<file path="src/rtl/ahb_key_switch_in.sv">
// AHB-Lite slave exposing the DE1-SoC slide switches and push-buttons as debounced
// state, sticky press events and a maskable level interrupt.
module ahb_key_switch_in #(
  parameter int NUM_SW          = 10,
  parameter int NUM_KEY         = 2,
  parameter int DEBOUNCE_CYCLES = 8
) (
  input  logic               HCLK,
  input  logic               HRESETn,
  input  logic               HSEL,
  input  logic [31:0]        HADDR,
  input  logic [1:0]         HTRANS,
  input  logic               HWRITE,
  input  logic [2:0]         HSIZE,
  input  logic [31:0]        HWDATA,
  input  logic               HREADY,
  output logic [31:0]        HRDATA,
  output logic               HREADYOUT,
  output logic               HRESP,
  input  logic [NUM_SW-1:0]  SW,
  input  logic [NUM_KEY-1:0] KEY_N,
  output logic               irq
);

  localparam int NUM_IN = NUM_SW + NUM_KEY;
  localparam int CNT_W  = (DEBOUNCE_CYCLES > 1) ? $clog2(DEBOUNCE_CYCLES) : 1;
  localparam logic [CNT_W-1:0] CNT_LAST = CNT_W'(DEBOUNCE_CYCLES - 1);

  typedef enum logic [1:0] {
    REG_SW_STATE  = 2'd0,
    REG_KEY_STATE = 2'd1,
    REG_KEY_EVENT = 2'd2,
    REG_IRQ_EN    = 2'd3
  } reg_sel_e;

  logic [NUM_SW-1:0]             sw_meta_q, sw_meta_d;
  logic [NUM_SW-1:0]             sw_sync_q, sw_sync_d;
  logic [NUM_KEY-1:0]            key_meta_q, key_meta_d;
  logic [NUM_KEY-1:0]            key_sync_q, key_sync_d;
  logic [NUM_IN-1:0]             deb_q, deb_d;
  logic [NUM_IN-1:0][CNT_W-1:0]  cnt_q, cnt_d;
  logic [NUM_KEY-1:0]            key_event_q, key_event_d;
  logic [NUM_KEY-1:0]            irq_en_q, irq_en_d;
  logic                          dp_write_q, dp_write_d;
  reg_sel_e                      dp_addr_q, dp_addr_d;
  logic [31:0]                   hrdata_q, hrdata_d;

  logic [NUM_IN-1:0]             level;
  logic [NUM_KEY-1:0]            key_press;
  logic [NUM_KEY-1:0]            wdata_key;
  logic [NUM_KEY-1:0]            event_view;
  logic                          w1c_event;
  logic                          wr_irq_en;
  logic                          addr_phase;
  logic                          unused_bits;

  // Two-flop synchronisers; keys are inverted afterwards so 1 means pressed.
  always_comb begin
    sw_meta_d  = SW;
    sw_sync_d  = sw_meta_q;
    key_meta_d = KEY_N;
    key_sync_d = key_meta_q;
    level      = {~key_sync_q, sw_sync_q};
  end

  // A new level is accepted only after it has disagreed for DEBOUNCE_CYCLES cycles in a row.
  always_comb begin
    deb_d = deb_q;
    cnt_d = cnt_q;
    for (int i = 0; i < NUM_IN; i++) begin
      if (level[i] == deb_q[i]) begin
        cnt_d[i] = '0;
      end else if (cnt_q[i] == CNT_LAST) begin
        deb_d[i] = level[i];
        cnt_d[i] = '0;
      end else begin
        cnt_d[i] = cnt_q[i] + 1'b1;
      end
    end
    key_press = deb_d[NUM_IN-1:NUM_SW] & ~deb_q[NUM_IN-1:NUM_SW];
  end

  // Data-phase writes; a press accepted on the same edge as a W1C keeps its flag set.
  always_comb begin
    wdata_key   = HWDATA[NUM_KEY-1:0];
    w1c_event   = dp_write_q && (dp_addr_q == REG_KEY_EVENT);
    wr_irq_en   = dp_write_q && (dp_addr_q == REG_IRQ_EN);
    event_view  = w1c_event ? (key_event_q & ~wdata_key) : key_event_q;
    irq_en_d    = wr_irq_en ? wdata_key : irq_en_q;
    key_event_d = event_view | key_press;
  end

  // Address phase capture and read data, forwarding a write completing on the same edge.
  always_comb begin
    addr_phase = HSEL & HREADY & HTRANS[1];
    dp_write_d = addr_phase & HWRITE;
    dp_addr_d  = addr_phase ? reg_sel_e'(HADDR[3:2]) : dp_addr_q;
    hrdata_d   = '0;
    if (addr_phase && !HWRITE) begin
      case (reg_sel_e'(HADDR[3:2]))
        REG_SW_STATE: begin
          for (int b = 0; b < NUM_SW; b++) hrdata_d[b] = deb_q[b];
        end
        REG_KEY_STATE: begin
          for (int b = 0; b < NUM_KEY; b++) hrdata_d[b] = deb_q[NUM_SW+b];
        end
        REG_KEY_EVENT: begin
          for (int b = 0; b < NUM_KEY; b++) hrdata_d[b] = event_view[b];
        end
        REG_IRQ_EN: begin
          for (int b = 0; b < NUM_KEY; b++) hrdata_d[b] = irq_en_d[b];
        end
        default: hrdata_d = '0;
      endcase
    end
  end

  always_ff @(posedge HCLK or negedge HRESETn) begin
    if (!HRESETn) begin
      sw_meta_q   <= '0;
      sw_sync_q   <= '0;
      key_meta_q  <= '1;
      key_sync_q  <= '1;
      deb_q       <= '0;
      cnt_q       <= '0;
      key_event_q <= '0;
      irq_en_q    <= '0;
      dp_write_q  <= 1'b0;
      dp_addr_q   <= REG_SW_STATE;
      hrdata_q    <= '0;
    end else begin
      sw_meta_q   <= sw_meta_d;
      sw_sync_q   <= sw_sync_d;
      key_meta_q  <= key_meta_d;
      key_sync_q  <= key_sync_d;
      deb_q       <= deb_d;
      cnt_q       <= cnt_d;
      key_event_q <= key_event_d;
      irq_en_q    <= irq_en_d;
      dp_write_q  <= dp_write_d;
      dp_addr_q   <= dp_addr_d;
      hrdata_q    <= hrdata_d;
    end
  end

  assign HRDATA      = hrdata_q;
  assign HREADYOUT   = 1'b1;
  assign HRESP       = 1'b0;
  assign irq         = |(key_event_q & irq_en_q);
  assign unused_bits = ^{HADDR[31:4], HADDR[1:0], HSIZE, HTRANS[0], HWDATA};

endmodule

</file>
<file path="config.mk">
export PLATFORM = sky130hd
export DESIGN_NAME = ahb_key_switch_in
export DESIGN_NICKNAME = d
export VERILOG_FILES = /design/src/rtl/ahb_key_switch_in.sv
export SDC_FILE = /design/constraint.sdc
export NUM_CORES = 1
export LEC_CHECK = 0
export ABC_CLOCK_PERIOD_IN_PS = 2560
export CAP_MARGIN = 30
export CORE_ASPECT_RATIO = 0.7
export CORE_MARGIN = 2
export CORE_UTILIZATION = 50
export CTS_BUF_LIST = sky130_fd_sc_hd__clkbuf_4 sky130_fd_sc_hd__clkbuf_8
export CTS_CLUSTER_DIAMETER = 50
export DETAILED_ROUTE_END_ITERATION = 10
export GPL_TIMING_DRIVEN = 0
export PLACE_DENSITY = 0.87
export SLEW_MARGIN = 20
export SYNTH_ARGS = -nofsm -noshare
export SYNTH_HDL_FRONTEND = slang
export SYNTH_SLANG_ARGS = --single-unit
</file>
<file path="constraint.sdc">
create_clock -name HCLK -period 2.56 [get_ports HCLK]
set_clock_uncertainty 0.05 [all_clocks]
set_input_delay 0.256 -clock HCLK [delete_from_list [all_inputs] [get_ports HCLK]]
set_output_delay 0.256 -clock HCLK [all_outputs]
set_load 0.1 [all_outputs]
</file>
* Word-level counts from Yosys, hierarchy flattened
Cells that the tools add are included.
** Storage, ports and cells
- Output and inout bits :: 35
- Input bits :: 86
- Register bits :: 89
** Operators by class
- Reductions and logical operators :: 16
- Equal/unequal tests :: 29
- Muxes and demuxes :: 33
- Bitwise operators :: 20
- Add/sub/neg operators :: 12
** Operators by type and width (number)
- $mux 3 :: 24
- $add 3x1->3 const B :: 12
- $eq 3x3->1 const B :: 12
- $reduce_and 2->1 :: 10
- $eq 1x1->1 :: 12
- $mux 10 :: 1
- $not 1->1 :: 10
- $eq 2x2->1 const B :: 4
- $mux 8 :: 1
- $pmux 2 s4 :: 1
- $and 2x2->2 :: 3
- $not 2->2 :: 3
- $mux 1 :: 4
- $mux 2 :: 2
- $and 1x1->1 :: 3
- $logic_and 1x1->1 :: 3
- $eq 2x1->1 const B :: 1
- $logic_not 2->1 :: 1
- $or 2x2->2 :: 1
- $reduce_or 2->1 :: 1
- $logic_not 1->1 :: 1

* Longest topological paths before layout
- Depth in word-level cells :: 5
- Mapped depth :: 4

* Worst setup path before layout
Ideal clock, no wire load.
- Path type :: register -> output
- From :: register irq_en_q[1]
- To :: output irq
- Stages on the path, launching flop included :: 2
- Arrival :: 1.104 ns
- Data required time :: 2.254 ns
- Slack :: 1.150 ns
- Path through :: dfrtp_1 -> a22o_1
** On the way
- Word-level cells in the longest chain between the ends :: 2
** Ends and longest elaborated chain
- start: declaration :: RTL line 43 : logic [NUM_KEY-1:0] irq_en_q, irq_en_d;
- start signal: assignment :: RTL line 139 : irq_en_q <= irq_en_d;
- $and 2x2->2 :: RTL line 149 : assign irq = |(key_event_q & irq_en_q);
- $reduce_or 2->1 :: RTL line 149
- end: declaration :: RTL line 22 : output logic irq
Every way passes these cells.

* Final worst setup path
Ends and elaborated chain as after synthesis.

==> summary.md <==
| Metric | Value |
|---|---|
| Fraction of synthesized cell area taken by the top area cell type | `61.0%` |
| Final Critical Period | `2.31 ns` |
| TritonCTS clock tree | `yes` |
| Slowest stage cell, crit path | `clkdlybuf4s50_1` |
| Clock tree buffer depth | `2` |
| DR WL/cell | `11.8 microns` |
| Reg2Reg Setup Slack | `1.27 ns` |
| Least-Margin Pin Slew | `0.968 ns` |
| Most frequent cells in the layout | `dfrtp_1 (85), clkdlybuf4s50_1 (31), and2_1 (28)` |
| Ports | `121` |
| Setup ws final | `0.251 ns` |
| Worst slew margin | `35.3%` |
| WP buf/inv | `1` |
| IO Port Bufs | `32` |
| Area leader, netlist | `dfrtp_1` |
| Synthesized area | `3490 sq um` |
| First-pass GRT wire length | `8.43 mm` |
| Crit start category | `flip-flop` |
| Final setup vio count | `0` |
| Final Max Tran Viols | `0` |
| Logic gate share of total power | `24.4%` |
| Overall die width | `104 microns` |
| RR Startpoint | `cnt_q[0]$_DFF_PN0_` |
| Filler instances | `531` |
| Worst hold path cell count | `1` |
| Hold EP | `key_meta_q[1]$_DFF_PN1_` |
| Share of cells above drive strength 1 | `19.0%` |
| Placed instance area | `4030 sq um` |
| Post-synthesis sequential area ratio | `64.0%` |
| Reg power frac | `53.2%` |
| Syn Inst Count | `240` |
| Post-CTS Setup Bufs | `0` |
| Via count | `1791` |
| Die height | `73.9 microns` |
| Highest clock rate | `433 MHz` |
| Final #Nets | `417` |
| Grt ovf | `0` |
| Rows | `25` |
| DRC | `0` |
| Top delay family on crit path | `buffers and inverters` |
| Initial drt markers | `53` |
| Fin. Hold Viols | `0` |
| Hold Startpoint | `KEY_N[1]` |
| Post-CTS Resized | `0` |
| Clock power share | `22.4%` |
| Flops & latches, synth | `89` |
| H-tree depth | `3` |
| Critical path's largest stage delay | `1.13 ns` |
| Drt total wl | `4.79 mm` |
| Antenna violations before repair | `0` |
| Most common cell after layout, fill and taps aside | `dfrtp_1` |
| Sw Ratio | `30.7%` |
| Hold-fix buffers at CTS | `1` |
| Clock Latency Late Sink | `0.34 ns` |
| Gr usage total | `14.5%` |
| Max Cap Viol | `0` |
| CTS Buf Count | `9` |
| Gpl congestion | `0.779` |
| Crit Path Category | `flip-flop to output pin` |
| Status | `complete, no violations` |
| Worst hold path type | `input pin to flip-flop` |
| Sw power | `1.13 mW` |
| Pleak | `2.14 nW` |
| Crit Path Max Fanout | `3` |
| Clk sinks | `89` |
| Worst endpoint required time | `2.25 ns` |
| Syn. warnings | `0` |
| Final Instance Area | `4210 sq um` |
| Fin util | `62.4%` |
| RSZ-0062 raised after global routing | `false` |
| R2R depth | `3` |
| Post-DRT Antenna Nets | `0` |
| Critical path arrival | `2.00 ns` |
| Root Driver | `clkbuf_8` |
| DP Worst Slack | `0.629 ns` |
| Largest cells by area after synthesis | `dfrtp_1 (61%), ha_1 (8.6%), buf_4 (5.2%)` |
| Dpl hpwl | `3.42 mm` |
| TritonRoute pass-1 iters | `4` |
| Initial core utilization | `51.6%` |
| Post-Syn Area per Cell | `14.5 sq um` |
| Final Cycle Share | `90.2%` |
| P per Cell Area | `870 nW/um^2` |
| Worst flop-to-flop path endpoint | `deb_q[0]$_DFFE_PN0P_` |
| Synth cell types | `29` |
| Crit path capture type | `output pin` |
| Ant diodes | `0` |
| Die area | `7670 sq um` |
| Critical path, cell by cell | `a22o_1 -> clkdlybuf4s50_1` |
| Core box area | `6760 sq um` |
| Peak supply drop | `0.000369 V` |
| Internal power | `2.54 mW` |
| Pin count of the biggest net entering global routing | `60` |
| Vias in the first global route | `1826` |
| Clock slew at reported path FFs | `0.08 ns` |
| Synth-to-Final Area Change | `20.8%` |
| Vias per cell | `4.42` |
## metal layers
metal  GRT usage, %  routed length [microns]  vias to the layer above
met1           19.8                     2380                      861
met5              0                        0                        -
met3           5.41                      240                        4
met4           4.95                       40                        0
li1               -                        -                      892
met2           21.6                     2130                       34
## worst max-delay path by stage
stage,to,startpoint,depth (start not counted),slack [ns]
floorplan,irq,irq_en_q[1]$_DFF_PN0_,1,1.15
global placement,cnt_q[28]$_DFF_PN0_,HRESETn,1,-1.85
detailed placement,irq,irq_en_q[1]$_DFF_PN0_,2,0.63
CTS,irq,irq_en_q[1]$_DFF_PN0_,2,0.23
global route,irq,irq_en_q[1]$_DFF_PN0_,2,0.18
finish,irq,irq_en_q[1]$_DFF_PN0_,2,0.25
## sequential cells by signal (all words and copies together), names as in the netlist
register	flops
HRDATA	10
dp_addr_q	2
irq_en_q	2
deb_q	12
key_event_q	2
sw_meta_q	10
key_meta_q	2
dp_write_q	1
sw_sync_q	10
cnt_q	36
key_sync_q	2
## power groups by stage
stage / logic [mW] / clock network (mW) / registers (mW)
after floorplan: 0.701 / 0 / 1.93
after global placement: 0.850 / 0 / 1.96
after detailed placement: 0.904 / 0 / 1.98
after CTS: 0.911 / 0.859 / 1.95
after global routing: 1.02 / 0.925 / 2.00
final: 0.894 / 0.822 / 1.95
## through the flow
stage	hold WS [ns]	TNS [ns]	total power [mW]	instances
after floorplan	-0.0896	0	2.63	262
after global placement	0.282	-160.19	2.81	388
after detailed placement	0.164	0	2.88	389
after CTS	0.255	0	3.72	405
after global routing	0.247	0	3.94	405
final	0.270	0	3.67	405
## worst reg2reg max path, delay by kind of cell, from the launching register on
family | cells | cell delay, ns
adders and majority gates | 2 | 0.43
muxes | 1 | 0.29
DFF | 1 | 0.40
## final cells by class
cell class,instances,area (sq um),share of cell area (%)
timing repair buffer,34,355,8.43
buffer,24,180,4.28
inverter,3,11.3,0.267
sequential,89,2230,53.0
clock inverter,3,17.5,0.416
clock buffer,12,153,3.62
multi-input combinational,146,1150,27.2
tap,94,118,2.79
## cells in the mapped netlist
cell type / count
dfrtp_1: 85
and2_1: 28
buf_4: 24
ha_1: 24
nor3b_1: 12
mux2_2: 10
xor2_1: 8
dfstp_2: 4
mux2_1: 4
o21ai_0: 4
xnor2_1: 4
inv_1: 3
nand2_1: 3
a211oi_1: 2
a211oi_2: 2
a21o_1: 2
and4_1: 2
conb_1: 2
nand2b_1: 2
nand3_1: 2
nand4b_1: 2
nor2b_1: 2
nor3_1: 2
o21ai_1: 2
a22o_1: 1
and2b_2: 1
and4b_1: 1
nor2_1: 1
nor4_4: 1
## kinds of logic (layout without fill, tap and decap cells)
| kind of cell | count (synthesis) | in the layout | synth area share [%] |
|---|---|---|---|
| other | 2 | 24 | 0.215 |
| flip-flops | 89 | 89 | 64.0 |
| AO/OA/AOI/OAI | 13 | 13 | 2.69 |
| multiplexers | 14 | 14 | 4.52 |
| AND/OR/NAND/NOR | 59 | 59 | 11.5 |
| XOR/XNOR | 12 | 12 | 3.01 |
| adder cells (fa/ha/maj) | 24 | 24 | 8.61 |
| buffers and inverters | 27 | 76 | 5.49 |
No activity file was read; power rests on OpenSTA's default activity.
